[config.mk]
export PLATFORM = sky130hd
export DESIGN_NAME = seq_alu
export DESIGN_NICKNAME = d
export VERILOG_FILES = /design/src/rtl/seq_alu_pkg.sv /design/src/rtl/seq_alu_core.sv /design/src/rtl/seq_alu.sv
export SDC_FILE = /design/constraint.sdc
export NUM_CORES = 1
export LEC_CHECK = 0
export BUFFER_PORTS_ARGS = -buffer_cell sky130_fd_sc_hd__buf_2
export CORE_MARGIN = 5
export CORE_UTILIZATION = 35
export CTS_CLUSTER_SIZE = 25
export DETAILED_ROUTE_END_ITERATION = 12
export PLACE_DENSITY = 0.52
export SYNTH_ARGS = -nofsm -noshare
export SYNTH_HDL_FRONTEND = slang
export SYNTH_SLANG_ARGS = --single-unit
[constraint.sdc]
create_clock -name clk -period 3.69 [get_ports clk]
set_clock_uncertainty 0.2 [all_clocks]
set_input_delay 0.369 -clock clk [delete_from_list [all_inputs] [get_ports clk]]
set_output_delay 0.369 -clock clk [all_outputs]
set_load 0.02 [all_outputs]
[src/rtl/seq_alu_pkg.sv]
// Shared mode encodings and saturation-limit helpers for the sequential ALU.
package seq_alu_pkg;

  localparam logic [1:0] MODE_UADD = 2'd0;
  localparam logic [1:0] MODE_SADD = 2'd1;
  localparam logic [1:0] MODE_SSUB = 2'd2;
  localparam logic [1:0] MODE_SACC = 2'd3;

  // Limits are returned as 32-bit patterns; callers keep the low n bits.
  function automatic logic [31:0] sat_max(input int unsigned n);
    return (32'd1 << (n - 1)) - 32'd1;
  endfunction

  // Low n bits of -2^(n-1) are a lone sign bit.
  function automatic logic [31:0] sat_min(input int unsigned n);
    return 32'd1 << (n - 1);
  endfunction

endpackage

[src/rtl/seq_alu_core.sv]
// Combinational datapath: add/sub in WIDTH+1 bits and saturating accumulate.
module seq_alu_core
  import seq_alu_pkg::*;
#(
  parameter int WIDTH = 8
) (
  input  logic [1:0]     mode,
  input  logic [WIDTH-1:0] in_a,
  input  logic [WIDTH-1:0] in_b,
  input  logic [WIDTH:0] acc,
  output logic [WIDTH:0] result,
  output logic           sat
);

  localparam int N = WIDTH + 1;

  logic [N-1:0] ua, ub, sa, sb, s;
  logic [N:0]   sum;
  logic [N-1:0] lim_max, lim_min;

  assign ua      = {1'b0, in_a};
  assign ub      = {1'b0, in_b};
  assign sa      = {in_a[WIDTH-1], in_a};
  assign sb      = {in_b[WIDTH-1], in_b};
  assign s       = sa + sb;
  assign sum     = {acc[N-1], acc} + {s[N-1], s};
  assign lim_max = N'(sat_max(N));
  assign lim_min = N'(sat_min(N));

  always_comb begin
    result = '0;
    sat    = 1'b0;
    case (mode)
      MODE_UADD: result = ua + ub;
      MODE_SADD: result = s;
      MODE_SSUB: result = sa - sb;
      default: begin
        // Overflow shows as disagreement between the two top bits of the N+1 sum.
        if (sum[N] != sum[N-1]) begin
          sat    = 1'b1;
          result = sum[N] ? lim_min : lim_max;
        end else begin
          result = sum[N-1:0];
        end
      end
    endcase
  end

endmodule

[src/rtl/seq_alu.sv]
// Registered ALU with valid/ready handshake and a saturating accumulator.
module seq_alu
  import seq_alu_pkg::*;
#(
  parameter int WIDTH = 8
) (
  input  logic             clk,
  input  logic             rst_n,
  input  logic             in_valid,
  output logic             in_ready,
  input  logic [1:0]       mode,
  input  logic [WIDTH-1:0] in_a,
  input  logic [WIDTH-1:0] in_b,
  input  logic             acc_clr,
  output logic             out_valid,
  input  logic             out_ready,
  output logic [WIDTH:0]   out,
  output logic             sat
);

  logic             out_valid_reg;
  logic [WIDTH:0]   out_reg;
  logic             sat_reg;
  logic [WIDTH:0]   acc_reg;
  logic [WIDTH:0]   acc_base;
  logic [WIDTH:0]   core_result;
  logic             core_sat;
  logic             accept;
  logic             acc_beat;

  assign in_ready  = !out_valid_reg || out_ready;
  assign accept    = in_valid && in_ready;
  assign acc_beat  = accept && (mode == MODE_SACC);
  // A clear arriving with an accumulate beat restarts the sum from zero.
  assign acc_base  = acc_clr ? '0 : acc_reg;

  seq_alu_core #(.WIDTH(WIDTH)) u_core (
    .mode   (mode),
    .in_a   (in_a),
    .in_b   (in_b),
    .acc    (acc_base),
    .result (core_result),
    .sat    (core_sat)
  );

  always_ff @(posedge clk or negedge rst_n) begin
    if (!rst_n) begin
      out_valid_reg <= 1'b0;
      out_reg       <= '0;
      sat_reg       <= 1'b0;
    end else if (accept) begin
      out_valid_reg <= 1'b1;
      out_reg       <= core_result;
      sat_reg       <= core_sat;
    end else if (out_ready) begin
      out_valid_reg <= 1'b0;
      sat_reg       <= 1'b0;
    end
  end

  // acc only samples the datapath on an accepted beat, so idle X inputs never reach it.
  always_ff @(posedge clk or negedge rst_n) begin
    if (!rst_n) begin
      acc_reg <= '0;
    end else if (acc_beat) begin
      acc_reg <= core_result;
    end else if (acc_clr) begin
      acc_reg <= '0;
    end
  end

  assign out_valid = out_valid_reg;
  assign out       = out_reg;
  assign sat       = sat_reg;

endmodule
### Yosys cells after proc, flatten, opt, wreduce, memory -nomap -nowiden

Index checks and enable logic that the tools add are counted.

* register bits after elaboration: 20
* input port bits: 23
* word-level logic and storage cells: 29

* add/sub/neg operators: 4
* eq/ne operators: 4
* mux-type cells: 10
* reduce and logical (&&, ||, !) cells: 7

Operator list (number)
* two-way mux 9 bit: 4
* case mux 9 bit (3 select lines): 1
* adder 8 x 8 -> 9 bit: 2
* adder 9 x 9 -> 10 bit: 1
* subtractor 8 x 8 -> 9 bit: 1
* two-way mux 1 bit: 5
* == test 2 bit, second input constant: 2
* OR reduction 3 bit: 1
* == test 2 x 1 -> 1 bit, second input constant: 1
* logical AND 1 bit: 2
* logical NOT 2 bit: 1
* nonzero test 2 bit: 1
* logical NOT 1 bit: 1
* logical OR 1 bit: 1
* inequality test 1 bit: 1

### Longest topological paths before layout

Gate-level depths: netlist of the first run.

* depth after elaboration: 6
* mapped depth: 16

### Modules after synthesis

From an unflattened synthesis of the first run, not the netlist that was laid out.

* cell total of the unflattened synthesis: 243
* area, all modules: 2208.4 sq um

Modules (own cells, without submodules)
* seq_alu_core: times used 1, cells an instance 190, area each 1380.1 sq um
* seq_alu: times used 1, cells an instance 53, area each 828.3 sq um

### Worst setup path after synthesis of the first run

Ideal clock, no wire load.

* kind: input to register
* start: input in_a[0]
* end: register out_reg[6], in the netlist out[6]
* library setup time: 0.126 ns
* data arrival time: 3.263 ns
* data required time: 3.364 ns
* slack: 0.101 ns
* stages: 14
* path buffers: 1
* path through: ha_1 fa_1 nand2b_1 a21oi_2 a221o_1 xnor2_1 ha_1 a21oi_1 nor2_1 o41ai_2 and2_1 buf_2 nor3_1 o32a_1

* word-level cells in the longest chain between the ends: 5
* elaborated cells on any way between the ends: 8
* classes of those cells: 4 x add/sub; 1 x eq/ne; 3 x mux

RTL lines
* from (decl): line seq_alu.sv:12 `input logic [WIDTH-1:0] in_a,`
* adder 8 x 8 -> 9 bit: line seq_alu_core.sv:25 `assign s = sa + sb;`
* adder 9 x 9 -> 10 bit: line seq_alu_core.sv:26 `assign sum = {acc[N-1], acc} + {s[N-1], s};`
* two-way mux 9 bit or inequality test 1 bit (tied branches): line seq_alu_core.sv:41, seq_alu_core.sv:39
* two-way mux 9 bit: line seq_alu_core.sv:39 `if (sum[N] != sum[N-1]) begin`
* case mux 9 bit (3 select lines) *: line seq_alu_core.sv:33 `case (mode)`
* to (signal assigned): line seq_alu.sv:53 `out_reg <= core_result;`
* to (decl): line seq_alu.sv:22 `logic [WIDTH:0] out_reg;`

Mark *: on every way between the ends. The rest lies on a longest branch, timed or not.
A chain may end at the register's enable or synchronous reset.

### Final worst setup path of the first run

* start: input in_a[0]
* end: register out_reg[3], in the netlist out[3]

The elaborated chain is that of the path after synthesis.

==> flow_summary.toml, run 1 <==
[run]
cap_violations = 0

[logic_synthesis]
synthFlopType = "dfrtp_1"
yosysTopAreaCell = "dfrtp_1"
yosysSeqAreaShare = 0.216
synth_top_family_by_area = "compound AO/OA/AOI/OAI gates"
synth_mux_area_frac = 0.0141
synth.distinct_cells = 60
syn_area_um2 = 2310
synth_compound_area_frac = 0.287
syn_inst = 279
async_flop_share = 1.00
synth_nets = 331
ys_ff_latch = 20
ys_warn_count = 0
synth_edf_count = 0
synth_area_leaders = "dfrtp_1, ha_1, o21ai_0, xnor2_1, nor2_1"
synthXorXnorAreaFrac = 0.0530
synthDominantCellAreaShare = 0.216
yosys.area_share.simple = 0.209
synthAdderAreaFrac = 0.167
postSynthAreaPerCell_um2 = 8.29

[sta]
max_clock_freq_mhz = 286
fin_hold_ws_ns = 0.137
layout_min_cycle_time_ns = 3.49
tns_ns = 0
setup_violations = 0
fin_crit_sh = 0.946
slew_headroom = 0.666
worst-slew-pin-transition_ns = 0.499
fin_ws_ns = 0.197
drv_slew = 0
hold_viol = 0

[setup_path]
end_kind = "register"
required_ns = 3.66
path_class = "in -> reg"
arrival_ns = 3.46
startpoint_type = "input port"
critPathMaxFanout = 8

[power_and_ir_drop]
irDropWorstVdd_v = 0.000285
total_power_mw = 1.01
power_density_nw_per_um2 = 339
p_leak_nw = 1.42

[grt]
grt_antenna_before_repair = 0
grt_pass1_wl_um = 10800
grt_pass1_vias = 2227
grt_remaining_overflow = 0
grt_use_total = 0.157
grt_max_degree = 21

[placed_design]
hpwl_um = 5560
numPortBuffers = 34
placedCellCount = 421
gp_congestion = 0.864
place_ws_ns = -0.292
dpl-instance-area_um2 = 2840

[cts]
cts_buffers = 3
clk_latency_ns = 0.26
path_clk_slew_ns = 0.07
clock-sinks = 20
clk_path_buf_depth = 2
root_buffer = "clkbuf_8"
h-tree-depth = 1
cts_tree = "yes"

[die]
die-area_um2 = 8330
ios = 35
initial_utilization = 0.362
core_area_um2 = 6390
chipHeight_um = 91.3
num_rows = 29
die_w_um = 91.3

[routing]
wire_per_inst_um = 15.2
drt-vias-per-instance = 5.31
dr.pass1.iters = 4
first_iter_violations = 129
drt-total-wl_um = 6500
vias = 2273
drc = 0
ant_nets = 0

[final_layout]
drive_above_1_share = 0.302
diodes = 0
post-route-util = 0.466
final_nets = 404
instances_no_fill = 428
stdcell_area_um2 = 2980
n_fill_cell = 654
area_growth_pct = 28.8

[worst_hold_path]
hold_class = "in -> reg"

[run_status]
outcome = "complete, no violations"
## Yosys cell counts (2+ instances only)
cell type and instances:
a2111oi_0 2, a211oi_1 3, a21bo_2 2, a21o_1 2
a21oi_1 12, a221o_1 3, a221oi_1 3, a31o_2 5
a31oi_1 4, and2_1 8, buf_2 3, clkbuf_1 6
dfrtp_1 20, fa_1 3, ha_1 26, inv_1 19
mux2_2 2, nand2_1 17, nand2b_1 8, nand3_1 3
nand3b_1 3, nor2_1 23, nor2b_1 13, nor3_1 7
o211ai_1 6, o21a_1 3, o21ai_0 20, o21ai_1 2
o22ai_1 3, o31a_1 2, o31ai_1 2, o32a_1 2
or3_1 2, or3b_1 2, xnor2_1 10, xor2_1 4
## path summary, 6_finish.rpt
check / slack (ns) / cells after the start / startpoint / end
max in group asynchronous: 2.60 / 2 / rst_n / out[6]$_DFFE_PN0P_
min in group asynchronous: 0.38 / 2 / rst_n / acc_reg[2]$_DFF_PN0_
worst max-delay path: 0.20 / 14 / in_a[0] / out[3]$_DFFE_PN0P_
worst max register to register: 0.68 / 9 / acc_reg[0]$_DFF_PN0_ / out[3]$_DFFE_PN0P_
worst min-delay path: 0.14 / 2 / in_valid / out_valid$_DFFE_PN0P_
worst min register to register: 0.29 / 2 / out[8]$_DFFE_PN0P_ / out[8]$_DFFE_PN0P_
## routing by layer
layer / track usage / share of wire
met1: 0.221 / 0.47
met2: 0.255 / 0.46
met3: 0.0116 / 0.049
met4: 0.0526 / 0.018
met5: 0 / 0
## cell type report
type | instances | area (um2) | share of cell area
well taps | 77 | 96.3 | 0.0323
flip-flops and latches | 20 | 500 | 0.168
clock buffers | 4 | 55.1 | 0.0185
repair buffers | 78 | 503 | 0.169
multi-input cells | 229 | 1750 | 0.587
inverters | 20 | 75.1 | 0.0252
## logic make-up after synthesis
family                     count (synthesis)
buffers and inverters                     30
muxes                                      3
AOI/OAI and AO/OA                         90
adders and majority gates                 29
and+or+nand+nor                           93
xor gates and xnor gates                  14
DFF                                       20
## layout by cell type (no fill, tap or decap), drive strengths merged, types with 5 or more instances in the layout
cell / count
nand2: 17
nor2: 23
dfrtp: 20
ha: 26
a31o: 5
nor2b: 13
xnor2: 10
buf: 77
and2: 8
a21oi: 13
nor3: 7
o21ai: 22
o211ai: 6
nand2b: 8
inv: 19
## critical path, stage by stage
cell and delay [ns]:
buf_2 0.10, ha_1 0.22, fa_2 0.38, nand2b_4 0.09, a21oi_2 0.06, a221o_1 0.34, xnor2_2 0.25, ha_4 0.26
o21a_1 0.21, o21a_1 0.18, o31a_1 0.14, or2_1 0.35, o31a_4 0.33, a31oi_1 0.17
## power breakdown
| part | total [mW] | internal, mW | switching [mW] | leakage, nW |
|---|---|---|---|---|
| sequential | 0.265 | 0.251 | 0.0145 | 0.251 |
| clock | 0.165 | 0.0949 | 0.0705 | 0.0288 |
| combinational | 0.579 | 0.269 | 0.310 | 1.14 |
| total | 1.01 | 0.615 | 0.395 | 1.42 |
## what timing repair did
item                                   4_1_cts  5_1_grt
endpoints found under the hold margin       20        0
setup endpoints to repair                    2       16
buffers inserted                             1        1
gates resized for setup                      0       12
hold buffers                                 1        0
pin swaps                                    1        5
Note: power is estimated with default switching activity, not from simulation.
==> run 2, diff against run 1 <==
Settings changed: CORE_UTILIZATION 35 to 40, PLACE_DENSITY 0.52 to 0.58.
==> run 2 against run 1 <==
  * Total power down 1.3%
  * Register-to-register slack about the same
  * Routed wire length fell by 4.0%
  * Utilization grew 5.5 points
  * Critical path type unchanged
  * Largest cell class unchanged
==> flow_summary.toml, run 2 (synthesis gave the netlist of run 1 again) <==
[run_status]
outcome = "complete, no violations"

[grt]
grt_remaining_overflow = 0
grt_max_degree = 21
grt_antenna_before_repair = 0
grt_pass1_vias = 2239
grt_use_total = 0.171
grt_pass1_wl_um = 10400

[final_layout]
n_fill_cell = 553
diodes = 0
stdcell_area_um2 = 2910
final_cell_mix = "buf_4, buf_2, ha_1"
final_nets = 396
final_common_cell = "buf_4"
instances_no_fill = 415
drive_above_1_share = 0.289
area_growth_pct = 25.7

[die]
num_rows = 27
core_area_um2 = 5570
die-area_um2 = 7400
chipHeight_um = 86.0
ios = 35
die_w_um = 86.0
initial_utilization = 0.415

[cts]
cts_buffers = 3
cts_tree = "yes"
clk_latency_ns = 0.25
clock-sinks = 20
root_buffer = "clkbuf_8"
h-tree-depth = 1
path_clk_slew_ns = 0.07
clk_path_buf_depth = 2

[power_and_ir_drop]
irDropWorstVdd_v = 0.000207
p_leak_nw = 1.37
power_density_nw_per_um2 = 343

[setup_path]
arrival_ns = 3.49
required_ns = 3.67
reg2reg_from = "acc_reg[0]$_DFF_PN0_"
critPathMaxFanout = 8
path_class = "in -> reg"
startpoint_type = "input port"
worst_r2r_path_depth = 9
critPathLaunch = "in_a[1]"
end_kind = "register"
reg2reg_to = "out[5]$_DFFE_PN0P_"
reg2reg_slack_ns = 0.68

[routing]
drt-total-wl_um = 6240
vias = 2265
dr.pass1.iters = 4
wire_per_inst_um = 15.0
drc = 0
drt-vias-per-instance = 5.46
ant_nets = 0
first_iter_violations = 98

[sta]
hold_viol = 0
max_clock_freq_mhz = 284
drv_slew = 0
fin_hold_ws_ns = 0.128
setup_violations = 0
worst-slew-pin-transition_ns = 0.563
fin_crit_sh = 0.954
slew_headroom = 0.623
layout_min_cycle_time_ns = 3.52

[placed_design]
hpwl_um = 5220
numPortBuffers = 34
placedCellCount = 409
gp_congestion = 0.851
dpl-instance-area_um2 = 2780

[worst_hold_path]
hold_class = "in -> reg"
holdPathEnd = "out_valid$_DFFE_PN0P_"
min_from = "in_valid"
holdPathStages = 2

[run]
cap_violations = 0
## run 2: worst max-delay path, cell delays in order
cell and delay [ns]:
buf_2 0.13, ha_1 0.30, nand2b_1 0.17, a221oi_2 0.26, nor2_1 0.07, o21ba_2 0.23, xnor2_2 0.18, ha_1 0.27
a21oi_1 0.19, o21ai_1 0.14, o31a_1 0.30, or2_1 0.36, o31a_4 0.35, a41oi_2 0.17
## run 2: layer usage
layer | share of wire | global-route usage | up-vias | wire [um]
met2 | 0.49 | 0.294 | 55 | 3040
met1 | 0.45 | 0.228 | 1064 | 2830
li1 | - | - | 1142 | -
met4 | 0.0096 | 0.0504 | 0 | 60
met3 | 0.049 | 0.0125 | 4 | 308
met5 | 0 | 0 | - | 0
## run 2: layout make-up
cell class                 instances  area, um2  area share
clock buffer                       4       55.1      0.0189
inverter                          20       75.1      0.0258
multi-input combinational        229       1740       0.600
sequential                        20        500       0.172
tap                               72       90.1      0.0310
timing repair buffer              70        443       0.152
## run 2: repair_timing
| item | in CTS | in global routing |
|---|---|---|
| endpoints found under the hold margin | 20 | 0 |
| setup buffers | 0 | 1 |
| endpoints found under the setup margin | 0 | 16 |
| hold buffers | 1 | 0 |
| gates resized for setup | 0 | 10 |
## run 2: per-stage QoR
step	TNS [ns]	utilization	power (mW)	setup WS, ns
3_3_place_gp	-1.56	0.499	0.805	-0.198
4_1_cts	0	0.510	0.978	0.0550
2_1_floorplan	0	-	0.611	0.101
5_1_grt	-0.00868	0.521	1.07	-0.00536
3_5_place_dp	-1.98	0.499	0.811	-0.202
6_report	0	0.521	0.997	0.171
## run 2: power by group
group          switching, mW  internal, mW
combinational          0.307         0.261
clock                 0.0704        0.0948
sequential            0.0134         0.251
## run 2: worst max path at each step
stage | end | slack [ns] | cells past startpoint
floorplan | out[6]$_DFFE_PN0P_ | 0.10 | 14
global placement | out[5]$_DFFE_PN0P_ | -0.20 | 14
detailed placement | out[5]$_DFFE_PN0P_ | -0.20 | 14
CTS | out[5]$_DFFE_PN0P_ | 0.05 | 14
global route | out[3]$_DFFE_PN0P_ | -0.005 | 14
finish | out[5]$_DFFE_PN0P_ | 0.17 | 14
